===== src/rtl/mac_ctrl_pkg.sv =====
// Shared definitions for the MAC sequencing controller and its datapath:
// FSM state encoding, a constant-foldable clog2 and the default geometry.
package mac_ctrl_pkg;

  typedef enum logic [2:0] {
    IDLE  = 3'd0,
    RUN   = 3'd1,
    DRAIN = 3'd2,
    FIRE  = 3'd3,
    VALID = 3'd4
  } state_e;

  localparam int DEF_N_TAPS    = 112;
  localparam int DEF_GRP_SIZE  = 8;
  localparam int DEF_N_GRP     = 14;
  localparam int DEF_DRAIN_CYC = 33;

  // Returns 0 for values 0 and 1, so that it folds cleanly at elaboration.
  function automatic int clog2(input int value);
    int result;
    int rem;
    result = 0;
    rem    = value - 1;
    while (rem > 0) begin
      result = result + 1;
      rem    = rem >> 1;
    end
    return result;
  endfunction

  // Counter width able to hold 0..n-1, never narrower than one bit.
  function automatic int cnt_width(input int n);
    return (clog2(n) < 1) ? 1 : clog2(n);
  endfunction

endpackage


===== src/rtl/mac_seq_ctrl_onehot_shift.sv =====
// One-hot register: resets and loads to bit0, shifts left on request.
// Used for both the lane enable and the group enable of the MAC array.
module onehot_shift #(
  parameter int WIDTH = 8
) (
  input  logic             clk,
  input  logic             rst_n,
  input  logic             load_i,
  input  logic             shift_i,
  output logic [WIDTH-1:0] onehot_o
);

  localparam logic [WIDTH-1:0] BIT0 = WIDTH'(1);

  logic [WIDTH-1:0] onehot_q;
  logic [WIDTH-1:0] onehot_d;

  always_comb begin
    onehot_d = onehot_q;
    if (load_i) begin
      onehot_d = BIT0;
    end else if (shift_i) begin
      onehot_d = onehot_q << 1;
    end
  end

  // NOTE: state registers use non-blocking assignments so every flop samples
  // the pre-edge values; blocking here would create order-dependent races.
  always_ff @(posedge clk or negedge rst_n) begin
    if (!rst_n) begin
      onehot_q <= BIT0;
    end else begin
      onehot_q <= onehot_d;
    end
  end

  assign onehot_o = onehot_q;

endmodule


===== src/rtl/mac_seq_ctrl.sv =====
// Cycle sequencer for the MAC datapath: walks N_TAPS weight/pixel taps,
// waits a drain period, strobes ENX and then flags Output_Valid.
module mac_seq_ctrl
  import mac_ctrl_pkg::*;
#(
  parameter int N_TAPS     = DEF_N_TAPS,
  parameter int GRP_SIZE   = DEF_GRP_SIZE,
  parameter int N_GRP      = DEF_N_GRP,
  parameter int DRAIN_CYC  = DEF_DRAIN_CYC,
  parameter bit RESTART_EN = 1'b1,
  localparam int SEL_W     = cnt_width(N_TAPS)
) (
  input  logic                clk,
  input  logic                GlobalReset_n,
  input  logic                Input_Valid,
  input  logic                Stall,
  output logic [SEL_W-1:0]    WeightX_Select,
  output logic [SEL_W-1:0]    PixelX_Select,
  output logic [GRP_SIZE-1:0] ENX_Int,
  output logic [N_GRP-1:0]    ENX_Int_2,
  output logic                ENX,
  output logic                Output_Valid,
  output logic                Busy,
  output logic                Overrun
);

  localparam int DRN_W = cnt_width(DRAIN_CYC);

  localparam logic [SEL_W-1:0] LAST_TAP   = SEL_W'(N_TAPS - 1);
  localparam logic [DRN_W-1:0] DRAIN_LAST = DRN_W'((DRAIN_CYC > 0) ? DRAIN_CYC - 1 : 0);
  localparam state_e           RUN_EXIT   = (DRAIN_CYC == 0) ? FIRE : DRAIN;

  generate
    if (N_TAPS < 1 || N_TAPS > GRP_SIZE * N_GRP) begin : g_bad_taps
      $error("mac_seq_ctrl: N_TAPS must be in 1..GRP_SIZE*N_GRP");
    end
    if (DRAIN_CYC < 0) begin : g_bad_drain
      $error("mac_seq_ctrl: DRAIN_CYC must not be negative");
    end
  endgenerate

  state_e           state_q, state_d;
  logic [SEL_W-1:0] tap_q, tap_d;
  logic [DRN_W-1:0] drain_q, drain_d;
  logic             enx_q, valid_q, busy_q, overrun_q;
  logic             overrun_d;

  logic             start;
  logic             advance;
  logic             to_idle;
  logic             lane_wrap;

  logic             lane_load, lane_shift;
  logic             grp_load, grp_shift;

  // A start is honoured from IDLE and VALID always; elsewhere only when
  // restarts are enabled, in which case the running sequence is abandoned.
  assign start = Input_Valid &&
                 ((state_q == IDLE) || (state_q == VALID) || RESTART_EN);

  // NOTE: every always_comb output gets a default before any branch, so no
  // path leaves a signal unassigned and no latch is inferred.
  always_comb begin
    state_d   = state_q;
    tap_d     = tap_q;
    drain_d   = drain_q;
    advance   = 1'b0;
    to_idle   = 1'b0;
    overrun_d = 1'b0;

    if (start) begin
      state_d = RUN;
      tap_d   = '0;
      drain_d = '0;
    end else begin
      // Only reachable with restarts disabled: the request is dropped.
      if (Input_Valid && (state_q inside {RUN, DRAIN, FIRE})) begin
        overrun_d = 1'b1;
      end

      unique case (state_q)
        IDLE: ;
        RUN: begin
          if (!Stall) begin
            if (tap_q == LAST_TAP) begin
              state_d = RUN_EXIT;
            end else begin
              tap_d   = tap_q + SEL_W'(1);
              advance = 1'b1;
            end
          end
        end
        DRAIN: begin
          if (drain_q == DRAIN_LAST) begin
            state_d = FIRE;
          end else begin
            drain_d = drain_q + DRN_W'(1);
          end
        end
        FIRE: state_d = VALID;
        VALID: begin
          state_d = IDLE;
          tap_d   = '0;
          to_idle = 1'b1;
        end
        default: begin
          state_d = IDLE;
          tap_d   = '0;
          to_idle = 1'b1;
        end
      endcase
    end
  end

  // The lane enable wraps back to bit0 on the same edge the group moves on.
  assign lane_wrap  = ENX_Int[GRP_SIZE-1];
  assign lane_load  = start | to_idle | (advance & lane_wrap);
  assign lane_shift = advance & ~lane_wrap;
  assign grp_load   = start | to_idle;
  assign grp_shift  = advance & lane_wrap;

  onehot_shift #(
    .WIDTH (GRP_SIZE)
  ) u_lane_en (
    .clk      (clk),
    .rst_n    (GlobalReset_n),
    .load_i   (lane_load),
    .shift_i  (lane_shift),
    .onehot_o (ENX_Int)
  );

  onehot_shift #(
    .WIDTH (N_GRP)
  ) u_grp_en (
    .clk      (clk),
    .rst_n    (GlobalReset_n),
    .load_i   (grp_load),
    .shift_i  (grp_shift),
    .onehot_o (ENX_Int_2)
  );

  always_ff @(posedge clk or negedge GlobalReset_n) begin
    if (!GlobalReset_n) begin
      state_q   <= IDLE;
      tap_q     <= '0;
      drain_q   <= '0;
      enx_q     <= 1'b0;
      valid_q   <= 1'b0;
      busy_q    <= 1'b0;
      overrun_q <= 1'b0;
    end else begin
      state_q   <= state_d;
      tap_q     <= tap_d;
      drain_q   <= drain_d;
      enx_q     <= (state_d == FIRE);
      valid_q   <= (state_d == VALID);
      busy_q    <= (state_d != IDLE);
      overrun_q <= overrun_d;
    end
  end

  assign WeightX_Select = tap_q;
  assign PixelX_Select  = tap_q;
  assign ENX            = enx_q;
  assign Output_Valid   = valid_q;
  assign Busy           = busy_q;
  assign Overrun        = overrun_q;

endmodule

===== config.mk =====
export PLATFORM = sky130hd
export DESIGN_NAME = mac_seq_ctrl
export DESIGN_NICKNAME = d
export VERILOG_FILES = /design/src/rtl/mac_ctrl_pkg.sv /design/src/rtl/mac_seq_ctrl_onehot_shift.sv /design/src/rtl/mac_seq_ctrl.sv
export SDC_FILE = /design/constraint.sdc
export NUM_CORES = 1
export LEC_CHECK = 0
export CELL_PAD_IN_SITES_DETAIL_PLACEMENT = 0
export CELL_PAD_IN_SITES_GLOBAL_PLACEMENT = 1
export CORE_UTILIZATION = 42
export CTS_CLUSTER_DIAMETER = 150
export DETAILED_ROUTE_END_ITERATION = 16
export PLACE_DENSITY = 0.89
export SLEW_MARGIN = 10
export SYNTH_ARGS = -nofsm -noshare
export SYNTH_HDL_FRONTEND = slang
export SYNTH_HIERARCHICAL = 1
export SYNTH_SLANG_ARGS = --single-unit

===== constraint.sdc =====
create_clock -name clk -period 4.2 [get_ports clk]
set_input_delay 0.84 -clock clk [delete_from_list [all_inputs] [get_ports clk]]
set_output_delay 0.84 -clock clk [all_outputs]
set_load 0.01 [all_outputs]

==> flow_metrics.env <==
export IMPL_grt_pass1_vias=1319
export IMPL_final_setup_viol_count=0
export IMPL_worst_ep_required_time_ps=4360
export IMPL_cp_end_kind="register"
export IMPL_clockBufferDepth=2
export IMPL_fin_tns_setup_ps=0
export IMPL_cp_start_kind="primary input"
export IMPL_netlist_instances=183
export IMPL_slew_headroom=0.400
export IMPL_critPathSlowestCell="and3_1"
export IMPL_routabilityCongestion=0.725
export IMPL_drt_wl_total_mm=3.60
export IMPL_dp_hpwl_mm=2.46
export IMPL_synth_avg_cell_area_um2=10.9
export IMPL_cp_cell_sequence="clkdlybuf4s50_1, nor2_1, and3_1, mux2i_1, nor2_1"
export IMPL_slew_viol_final=0
export IMPL_ys_seq_area_frac=0.527
export IMPL_ys_warn_count=6
export IMPL_clkLatencyLatePin_ps=280
export IMPL_cts_htree_levels=2
export IMPL_fin_cells=271
export IMPL_core_mm2=0.00447
export IMPL_path_class="in -> reg"
export IMPL_die_x_um=71.0
export IMPL_cts_tree="done"
export IMPL_yosys_area_top_type_share=0.501
export IMPL_syn_nets=190
export IMPL_antenna_found_initial=0
export IMPL_drc=0
export IMPL_row_count=24
export IMPL_final_period_utilization=0.711
export IMPL_io_pins=44
export IMPL_drv_cap=0
export IMPL_hold_path_class="reg -> reg"
export IMPL_critPathMaxStageDelay_ps=770
export IMPL_vias_per_cell=5.18
export IMPL_clock_sinks=42
export IMPL_leakage_nw=1.03
export IMPL_peakVddDrop_v=0.000206
export IMPL_syn2layout_area_growth_pct=22.8
export IMPL_ys_top_cells_by_area="dfrtp_1 (50%), mux2i_1 (12%), nor2_1 (5.1%)"
export IMPL_grt_pass1_wl_mm=6.00
export IMPL_n_antenna_cell=0
export IMPL_synth_distinct_cells=41
export IMPL_cts_resized=0
export IMPL_ctsHoldBuffers=0
export IMPL_hold_viol_final=0
export IMPL_yosysTopAreaCell="dfrtp_1"
export IMPL_dp_cells=264
export IMPL_dr_pass1_iters=6
export IMPL_dieArea_mm2=0.00504
export IMPL_grt_total_usage=0.154
export IMPL_final_min_clock_period_ps=2990
export IMPL_finalClockSkew_ps=6.35
export IMPL_grt_remaining_overflow=0
export IMPL_postCtsSetupRepairBufs=0
export IMPL_path_clk_slew_ps=70
export IMPL_clockRootBuffer="clkbuf_8"
export IMPL_ant_nets=0
export IMPL_fillers=409
export IMPL_status="finished clean"
export IMPL_worstMarginPinSlew_ps=900
export IMPL_drive_gt1_frac=0.0822
export IMPL_fmax_mhz=335
export IMPL_io_buffers=43
export IMPL_die_y_um=71.0
export IMPL_num_vias=1405
export IMPL_final_core_util=0.548
export IMPL_rsz0062_at_grt="false"
export IMPL_syn_area_mm2=0.00200
export IMPL_crit_path_frequent_cell="nor2_1"
export IMPL_p_per_area_mw_per_mm2=285
export IMPL_start_util=0.447
export IMPL_worstPathArrival_ps=3150
export IMPL_ys_seq_elements=42
export IMPL_grt_max_degree=43
export IMPL_wl_per_cell_um=13.3
export IMPL_first_iter_violations=36
export IMPL_path_max_fanout=14
export IMPL_nNetsFinal=226
export IMPL_cts_buffers=5
## layer usage
metal,up-vias,track usage,wire (µm)
li1,702,-,-
met1,669,0.201,1750
met2,27,0.249,1700
met3,7,0.0299,97
met4,0,0.0667,63
met5,-,0,0
## report_power, final
| part | internal [mW] | switching [mW] | leakage [nW] |
|---|---|---|---|
| combinational | 0.0194 | 0.0275 | 0.424 |
| clock | 0.114 | 0.124 | 0.0383 |
| sequential | 0.409 | 0.00509 | 0.565 |
## per-stage QoR
stage                     total power, mW  hold WS [ps]  worst slack (ps)  area (µm²)
final                               0.699           521              1210        2450
after detailed placement            0.470           512               902        2380
after global placement              0.470           509               991        2380
after floorplan                     0.446           509              1890        2000
after global routing                0.733           536              1030        2450
after CTS                           0.711           525              1200        2450
## worst paths after layout
kind                                              startpoint                                 to  slack [ps]  depth (start not counted)
max in group asynchronous                      GlobalReset_n  u_lane_en/onehot_o[5]$_DFFE_PN0P_        2960                          1
hold reg to reg            u_lane_en/onehot_o[0]$_DFFE_PN1P_  u_lane_en/onehot_o[0]$_DFFE_PN1P_         520                          1
min in group asynchronous                      GlobalReset_n       PixelX_Select[6]$_DFFE_PN0P_         680                          1
setup / recovery                                 Input_Valid   u_grp_en/onehot_o[5]$_DFFE_PN0P_        1210                          5
setup reg to reg                        state_q[1]$_DFF_PN0_   u_grp_en/onehot_o[5]$_DFFE_PN0P_        1750                          5
hold / removal             u_lane_en/onehot_o[0]$_DFFE_PN1P_  u_lane_en/onehot_o[0]$_DFFE_PN1P_         520                          1
## flip-flops by register name (all words and copies together) (netlist names)
signal and cells:
ENX 1, u_lane_en/onehot_o 8, u_grp_en/onehot_o 14, state_q 3, drain_q 6, Output_Valid 1, Overrun 1, Busy 1
PixelX_Select 7
## cells in the mapped netlist
cell and number:
a211oi_1 2, a21o_1 3, a21oi_1 5, a21oi_2 1, a2bb2o_1 1, a31o_2 2, a41oi_1 1, and3_1 2
and3_2 2, and3b_1 1, and4bb_2 1, buf_12 1, buf_2 3, buf_4 7, buf_6 2, clkbuf_1 1
clkbuf_2 1, conb_1 1, dfrtp_1 40, dfstp_2 2, ha_1 3, inv_1 7, inv_2 1, mux2_2 1
mux2i_1 24, nand2_1 11, nand3_1 4, nand4_1 2, nor2_1 27, nor3_1 1, nor3b_1 2, nor4_1 1
nor4b_1 1, o21a_1 2, o21ai_0 3, o221ai_1 1, o31ai_1 3, or3_1 3, or3b_1 2, or3b_2 1
or4_1 4
## kinds of logic (layout without fill, tap and decap cells)
group / Yosys count / in the layout / share of synthesized area
AOI/OAI and AO/OA: 24 / 24 / 0.0845
adders and majority gates: 3 / 3 / 0.0188
buffers and inverters: 23 / 59 / 0.0745
DFF: 42 / 42 / 0.527
muxes: 25 / 25 / 0.126
other: 1 / 1 / 0.00188
and+or+nand+nor: 65 / 65 / 0.167
## worst max-delay path: cells and delay by family
kind                   cells  cell delay [ps]
muxes                      1              270
and+or+nand+nor            3             1420
buffers and inverters      1              600
## area by class of cell
type / instances / area (µm²) / area share
clock buffers: 7 / 76.3 / 0.0311
repair buffers: 44 / 433 / 0.176
multi-input cells: 118 / 796 / 0.324
well taps: 52 / 65.1 / 0.0265
inverters: 8 / 30.0 / 0.0122
flip-flops and latches: 42 / 1050 / 0.429
## cells in the final DEF (no fill, tap or decap), types with 4 or more instances in the layout
cell             count
a21oi_1              5
inv_1                7
nand3_1              4
nor2_1              27
dfrtp_1             40
clkbuf_8             5
mux2i_1             24
nand2_1             11
or4_1                4
clkdlybuf4s50_1     42
(Power assumes the default switching activity.)
